File: src/rtl/line_word_select_if.sv
// rtl/line_word_select_if.sv - request/response bundle for the line word selector
interface line_word_select_if #(
    parameter int DATA_WIDTH = 32,
    parameter int WORDS      = 4
);
    localparam int SEL_W = $clog2(WORDS);
    localparam int OFF_W = $clog2(DATA_WIDTH / 8);

    logic                        in_valid;
    logic                        in_ready;
    logic [WORDS*DATA_WIDTH-1:0] in_line;
    logic [SEL_W-1:0]            in_sel;
    logic [OFF_W-1:0]            in_off;
    logic [1:0]                  in_size;
    logic                        in_signed;
    logic                        out_valid;
    logic                        out_ready;
    logic [DATA_WIDTH-1:0]       out_data;
    logic                        out_err;

    modport slave (
        input  in_valid, in_line, in_sel, in_off, in_size, in_signed, out_ready,
        output in_ready, out_valid, out_data, out_err
    );

    modport master (
        output in_valid, in_line, in_sel, in_off, in_size, in_signed, out_ready,
        input  in_ready, out_valid, out_data, out_err
    );
endinterface

File: src/rtl/line_word_select.sv
// rtl/line_word_select.sv - cache line word/byte/half extract with skid-buffered output
module line_word_select #(
    parameter int DATA_WIDTH = 32,
    parameter int WORDS      = 4
) (
    input  logic               clk,
    input  logic               rst,
    line_word_select_if.slave  bus
);
    logic [DATA_WIDTH-1:0] word;
    logic [DATA_WIDTH-1:0] shifted;
    logic [DATA_WIDTH-1:0] res_data;
    logic                  res_err;

    logic                  m_valid_q, m_valid_d;
    logic [DATA_WIDTH-1:0] m_data_q, m_data_d;
    logic                  m_err_q, m_err_d;
    logic                  s_valid_q, s_valid_d;
    logic [DATA_WIDTH-1:0] s_data_q, s_data_d;
    logic                  s_err_q, s_err_d;

    logic accept;
    logic drain;

    // Extraction: shift the selected byte offset down to bit 0, then narrow and extend.
    always_comb begin
        word     = bus.in_line[bus.in_sel*DATA_WIDTH +: DATA_WIDTH];
        shifted  = word >> {bus.in_off, 3'b000};
        res_err  = 1'b0;
        res_data = '0;
        case (bus.in_size)
            2'b00: res_data = {{(DATA_WIDTH-8){bus.in_signed & shifted[7]}}, shifted[7:0]};
            2'b01: begin
                res_err  = bus.in_off[0];
                res_data = {{(DATA_WIDTH-16){bus.in_signed & shifted[15]}}, shifted[15:0]};
            end
            2'b10: begin
                res_err  = (bus.in_off != '0);
                res_data = shifted;
            end
            default: res_err = 1'b1;
        endcase
        if (res_err) begin
            res_data = '0;
        end
    end

    // in_ready depends only on the skid slot and reset, never on out_ready.
    assign bus.in_ready  = !s_valid_q && !rst;
    assign bus.out_valid = m_valid_q;
    assign bus.out_data  = m_data_q;
    assign bus.out_err   = m_err_q;

    assign accept = bus.in_valid && bus.in_ready;
    assign drain  = m_valid_q && bus.out_ready;

    always_comb begin
        m_valid_d = m_valid_q;
        m_data_d  = m_data_q;
        m_err_d   = m_err_q;
        s_valid_d = s_valid_q;
        s_data_d  = s_data_q;
        s_err_d   = s_err_q;
        if (!m_valid_q || drain) begin
            if (s_valid_q) begin
                m_valid_d = 1'b1;
                m_data_d  = s_data_q;
                m_err_d   = s_err_q;
                s_valid_d = 1'b0;
            end else if (accept) begin
                m_valid_d = 1'b1;
                m_data_d  = res_data;
                m_err_d   = res_err;
            end else begin
                m_valid_d = 1'b0;
            end
        end else if (accept) begin
            s_valid_d = 1'b1;
            s_data_d  = res_data;
            s_err_d   = res_err;
        end
    end

    always_ff @(posedge clk) begin
        if (rst) begin
            m_valid_q <= 1'b0;
            m_data_q  <= '0;
            m_err_q   <= 1'b0;
            s_valid_q <= 1'b0;
            s_data_q  <= '0;
            s_err_q   <= 1'b0;
        end else begin
            m_valid_q <= m_valid_d;
            m_data_q  <= m_data_d;
            m_err_q   <= m_err_d;
            s_valid_q <= s_valid_d;
            s_data_q  <= s_data_d;
            s_err_q   <= s_err_d;
        end
    end
endmodule

File: src/flat_wrapper.sv
// flat-port wrapper written by rule: the top's interface ports become plain ports
module line_word_select_flat 
#(
    parameter int DATA_WIDTH = 32,
    parameter int WORDS      = 4
)
  (clk, rst, bus_in_valid, bus_in_line, bus_in_sel, bus_in_off, bus_in_size, bus_in_signed, bus_out_ready, bus_in_ready, bus_out_valid, bus_out_data, bus_out_err);
  line_word_select_if #(.DATA_WIDTH(DATA_WIDTH), .WORDS(WORDS)) bus_i ();
  input  logic clk;
  input  logic rst;
  input wire logic [$bits(bus_i.in_valid)-1:0] bus_in_valid;
  input wire logic [$bits(bus_i.in_line)-1:0] bus_in_line;
  input wire logic [$bits(bus_i.in_sel)-1:0] bus_in_sel;
  input wire logic [$bits(bus_i.in_off)-1:0] bus_in_off;
  input wire logic [$bits(bus_i.in_size)-1:0] bus_in_size;
  input wire logic [$bits(bus_i.in_signed)-1:0] bus_in_signed;
  input wire logic [$bits(bus_i.out_ready)-1:0] bus_out_ready;
  output wire logic [$bits(bus_i.in_ready)-1:0] bus_in_ready;
  output wire logic [$bits(bus_i.out_valid)-1:0] bus_out_valid;
  output wire logic [$bits(bus_i.out_data)-1:0] bus_out_data;
  output wire logic [$bits(bus_i.out_err)-1:0] bus_out_err;
  assign bus_i.in_valid = bus_in_valid;
  assign bus_i.in_line = bus_in_line;
  assign bus_i.in_sel = bus_in_sel;
  assign bus_i.in_off = bus_in_off;
  assign bus_i.in_size = bus_in_size;
  assign bus_i.in_signed = bus_in_signed;
  assign bus_i.out_ready = bus_out_ready;
  assign bus_in_ready = bus_i.in_ready;
  assign bus_out_valid = bus_i.out_valid;
  assign bus_out_data = bus_i.out_data;
  assign bus_out_err = bus_i.out_err;
  line_word_select #(.DATA_WIDTH(DATA_WIDTH), .WORDS(WORDS)) u_core (.clk(clk), .rst(rst), .bus(bus_i));
endmodule
File: config.mk
export PLATFORM = sky130hd
export DESIGN_NAME = line_word_select_flat
export DESIGN_NICKNAME = d
export VERILOG_FILES = /design/src/rtl/line_word_select_if.sv /design/src/rtl/line_word_select.sv /design/src/flat_wrapper.sv
export SDC_FILE = /design/constraint.sdc
export NUM_CORES = 1
export LEC_CHECK = 0
export CAP_MARGIN = 20
export CORE_ASPECT_RATIO = 1.25
export CORE_MARGIN = 3
export CORE_UTILIZATION = 25
export DETAILED_ROUTE_END_ITERATION = 7
export SLEW_MARGIN = 15
export SYNTH_ARGS = -nofsm -noshare
export SYNTH_HDL_FRONTEND = slang
export SYNTH_SLANG_ARGS = --single-unit
File: constraint.sdc
create_clock -name clk -period 2.4 [get_ports clk]
set_input_delay 0.24 -clock clk [delete_from_list [all_inputs] [get_ports clk]]
set_output_delay 0.24 -clock clk [all_outputs]
set_load 0.02 [all_outputs]
* Word level (Yosys, flattened, before mapping) *
Cells that the tools add are included.

word-level totals
  register bits = 68
  memories = 0
  word-level logic and storage cells = 35
  bits in latches = 0
  input bits = 139
  output and inout port bits = 35
  memory bits (read-only) = 0
  bits in writable memories = 0

cells by class
  bitwise logic cells = 3
  divide/modulo/power cells = 0
  $lt $le $gt $ge = 0
  multiply operators = 0
  shift-type cells = 2
  eq/ne operators = 2
  reductions and logical operators = 13
  muxes and demuxes = 9
  $add $sub $neg = 0

operator list
  operator                                                         count
  128-bit by 8-bit variable part select with 32-bit output         1
  32-bit two-way mux                                               3
  32-bit case mux with 3 select lines                              1
  32-bit by 5-bit right shift with 32-bit output                   1
  1-bit two-way mux                                                4
  2-bit AND reduction                                              2
  2-bit nonzero test                                               2
  1-bit logical AND                                                3
  1-bit logical NOT                                                3
  1-bit case mux with 3 select lines                               1
  1-bit AND                                                        2
  2-bit by 1-bit == test with 1-bit output, second input constant  1
  2-bit == test, second input constant                             1
  2-bit logical NOT                                                1
  2-bit OR reduction                                               1
  1-bit logical OR                                                 1
  1-bit inverter                                                   1

* Logic depth before layout (Yosys ltp) *
  word-level depth = 7
  mapped depth = 8
  depth with buffers taken out = 5

* Worst setup path before layout *
No wires, ideal clock.

  path type = in2reg
  from = input port bus_in_sel[0]
  to = register u_core.s_data_q[19]
  required time = 2.280 ns
  arrival time = 1.967 ns
  path slack = 0.313 ns
  path buffers = 3
  stages = 7
  library setup time = 0.120 ns
  path through = buf_2 > buf_2 > buf_4 > mux4_2 > a22oi_1 > nor2_1 > a211o_1

between the ends
  longest elaborated chain between the ends = 5
  elaborated cells on any way between the ends = 6
  those cells by class = shift (2); mux (2); bitwise (2)

RTL lines
  element                                                       line                                            text
  from (decl)                                                   flat_wrapper.sv:13                              input wire logic [$bits(bus_i.in_sel)-1:0] bus_in_sel;
  128-bit by 8-bit variable part select with 32-bit output (*)  line_word_select.sv:27                          word = bus.in_line[bus.in_sel*DATA_WIDTH +: DATA_WIDTH];
  32-bit by 5-bit right shift with 32-bit output (*)            line_word_select.sv:28                          shifted = word >> {bus.in_off, 3'b000};
  1-bit AND (on tied branches)                                  line_word_select.sv:35, line_word_select.sv:32
  32-bit case mux with 3 select lines (*)                       line_word_select.sv:31                          case (bus.in_size)
  32-bit two-way mux (*)                                        line_word_select.sv:43                          if (res_err) begin
  to (signal assigned)                                          line_word_select.sv:97                          s_data_q <= s_data_d;
  to (decl)                                                     line_word_select.sv:19                          logic [DATA_WIDTH-1:0] s_data_q, s_data_d;

Mark *: on every way between the ends. The rest lies on a longest branch, timed or not.
A chain may end at the register's enable or synchronous reset.

* Final worst setup path *
  from = input port bus_in_size[0]
  to = register u_core.s_data_q[25]

between the ends
  longest elaborated chain between the ends = 3
  elaborated cells on any way between the ends = 6
  those cells by class = eq/ne (2); mux (3); reduce/logical (1)

RTL lines
  element                                                                                    line                    text
  from (decl)                                                                                flat_wrapper.sv:15      input wire logic [$bits(bus_i.in_size)-1:0] bus_in_size;
  2-bit == test, or another cell as far along                                                line_word_select.sv:31
  32-bit case mux with 3 select lines or 1-bit case mux with 3 select lines (tied branches)  line_word_select.sv:31
  32-bit two-way mux (*)                                                                     line_word_select.sv:43

Marks and branches as above.

==> impl_metrics.yaml <==
run_status:
  status: "finished, final reports clean"
worst_setup_path:
  worstPathRequired_ns: 2.68
  critPathLaunchType: "input pin"
  rrSetupSlack_ns: 0.43
  critPathMaxFanout: 15
  r2r-start: "u_core.bus.out_valid"
  path_class: "input pin to register"
  cp-end-kind: "register"
  rr_worst_depth: 4
  rr_endpoint: "u_core.s_data_q[25]"
  arrival_ns: 2.34
clock_tree:
  cts-resized-gates: 0
  clock_path_buffers: 2
  htreeDepth: 3
  path_clk_slew_ns: 0.06
  insertion_delay_ns: 0.33
  postCtsSetupBuffers: 0
  cts_hold_buffers: 0
  clock_sinks: 68
  cts_made_buffers: 9
  cts_root_buffer: "clkbuf_16"
  cts_tree: "yes"
finish:
  nets: 749
  drive_gt1_share_pct: 18.9
  nFillCells: 1597
  diodes: 0
  syn2layout_area_growth_pct: 57.8
  postLayoutCoreUtil_pct: 40.5
floorplanning:
  fp.dieH_um: 151
  placementRows: 52
  start_util_pct: 25.7
  fp.dieArea_mm2: 0.0184
  pin_count: 174
  core-area_mm2: 0.0163
  die_w_um: 122
min_path:
  min_path_cells: 2
  hold_path_end: "u_core.s_data_q[5]"
  hp-start: "u_core.s_data_q[5]"
  hp-class: "register to register"
place:
  post-dp-hpwl_um: 12400
  place_ws_ns: 0.00342
  gp_congestion: 0.796
  io_buffers: 173
grt:
  use_met2_pct: 29.7
  top_usage_layer: "met2"
  grt_usage_pct: 16.2
  use_met1_pct: 17.9
  grt_overflow: 0
  grt_pass1_wl_um: 22800
  antenna_found_initial: 0
  grt_max_degree: 31
  grt_pass1_vias: 4447
  use_met3_pct: 2.97
routing:
  routed_wl_um: 15000
  wire_per_inst_um: 18.0
  dr.first_iter.drc_count: 174
  drtAntennaViolNets: 0
  drc: 0
  num_vias: 4203
  first_pass_iters: 4
  avgViaCountPerCell: 5.06
timing:
  fmax_mhz: 485
  slew_headroom_pct: 50.2
  worstMarginPinSlew_ns: 0.746
  grt_setup_unrepaired: "no"
  hold_slack_ns: 0.445
  fin_skew_ns: 0.00354
  fin_crit_sh_pct: 86.0
  final-hold-violation-count: 0
  setup_ws_ns: 0.337
  finalSetupTns_ns: 0
  final.min_clock_period_ns: 2.06
  maxSlewViolCount: 0
  setup_viol: 0
job:
  cap_violations: 0
yosys:
  yosysUniqueCellTypes: 46
  synthTopCellsByArea: "dfxtp_1 (32%), mux4_2 (17%), a21oi_1 (5.1%)"
  synthArstFlopShare_pct: 0
  synth_top_area_share_pct: 32.5
  synth-main-ff-cell: "dfxtp_1"
  synth_top_area_cell: "dfxtp_1"
  synth.cell_area_mm2: 0.00419
  synthCells: 434
  synth-seq-cells: 68
  synth-seq-area-share_pct: 32.5
  synth_common_cells: "dfxtp_1 (68), nor2_1 (52), a21oi_1 (43)"
  ys_warn_count: 0
  synth_edf_count: 0
  syn_avg_cell_area_um2: 9.65
  yosysMostFrequentCell: "dfxtp_1"
  synth_fp_nets: 573
pwr:
  vdd_drop_max_mv: 0.404
  p_leak_nw: 2.42
  power_density_mw_per_mm2: 560
  p_total_mw: 3.70
==> metrics by stage <==
step / cells / cell area [um2]
6_report: 831 / 6610
3_5_place_dp: 815 / 6260
5_1_grt: 831 / 6610
4_1_cts: 831 / 6610
2_1_floorplan: 434 / 4190
3_3_place_gp: 815 / 6260
==> registers in the layout (all words and copies together), names as in the netlist <==
name	flops
u_core.bus.out_data	32
u_core.s_data_q	32
u_core.bus.out_err	1
u_core.bus.out_valid	1
u_core.s_err_q	1
u_core.s_valid_q	1
==> layout by cell type, fill, tap and decap left out, drive strengths merged <==
cell type,count
a211o,8
a211oi,20
a21o,1
a21oi,44
a221o,7
a221oi,6
a22o,1
a22oi,7
a2bb2o,1
a2bb2oi,1
a31oi,1
and3,9
and3b,1
and4,1
and4b,1
buf,36
bufinv,3
clkbuf,10
clkdlybuf4s50,171
clkinv,3
clkinvlp,1
dfxtp,68
inv,1
mux2,13
mux2i,12
mux4,32
nand2,26
nand2b,6
nand3b,3
nor2,52
nor2b,2
nor3,18
nor4,1
o211ai,1
o21a,1
o21ai,20
o22ai,8
o31ai,8
or3,9
or4,1
==> worst max-delay path by stage <==
stage | start | to | slack [ns] | cells after the start
after detailed placement | bus_in_off[0] | u_core.s_data_q[24] | 0.003 | 5
after floorplan | bus_in_sel[0] | u_core.s_data_q[19] | 0.31 | 7
final | bus_in_size[0] | u_core.s_data_q[25] | 0.34 | 7
after CTS | bus_in_off[0] | u_core.s_data_q[25] | 0.34 | 5
after global placement | bus_in_off[0] | u_core.s_data_q[26] | 0.02 | 5
after global routing | bus_in_size[0] | u_core.s_data_q[24] | 0.24 | 7
==> worst max-delay path: stages <==
cell and delay [ns]:
clkdlybuf4s50_1 0.44, buf_4 0.17, nor2_1 0.13, a21oi_1 0.09, or4_1 0.48, a21oi_2 0.59
a221o_1 0.21
==> power by group <==
part / internal [mW] / leakage, nW / switching, mW / total [mW]
registers: 1.18 / 0.552 / 0.0295 / 1.21
clock network: 1.04 / 0.169 / 0.491 / 1.53
logic: 0.522 / 1.70 / 0.438 / 0.960
total: 2.74 / 2.42 / 0.959 / 3.70
==> area by class of cell <==
| cell class | instances | area, um2 | area share (%) |
|---|---|---|---|
| clock inverters | 6 | 111 | 1.68 |
| repair buffers | 207 | 2010 | 30.5 |
| clock buffers | 10 | 239 | 3.61 |
| flip-flops and latches | 68 | 1360 | 20.6 |
| well taps | 216 | 270 | 4.09 |
| inverters | 2 | 7.51 | 0.114 |
| multi-input cells | 322 | 2610 | 39.5 |
==> metal layers <==
| metal | vias to the layer above | share of wire [%] |
|---|---|---|
| met5 | - | 0 |
| met1 | 1996 | 39 |
| met2 | 173 | 52 |
| met4 | 0 | 2.7 |
| li1 | 2013 | - |
| met3 | 21 | 6.1 |
==> kinds of logic after synthesis <==
family	Yosys count	synth area share, %
flip-flops	68	32.5
multiplexers	57	23.6
AND/OR/NAND/NOR	130	14.5
AO/OA/AOI/OAI	135	24.0
buffers and inverters	44	5.34
Note: power is estimated with default switching activity, not from simulation.
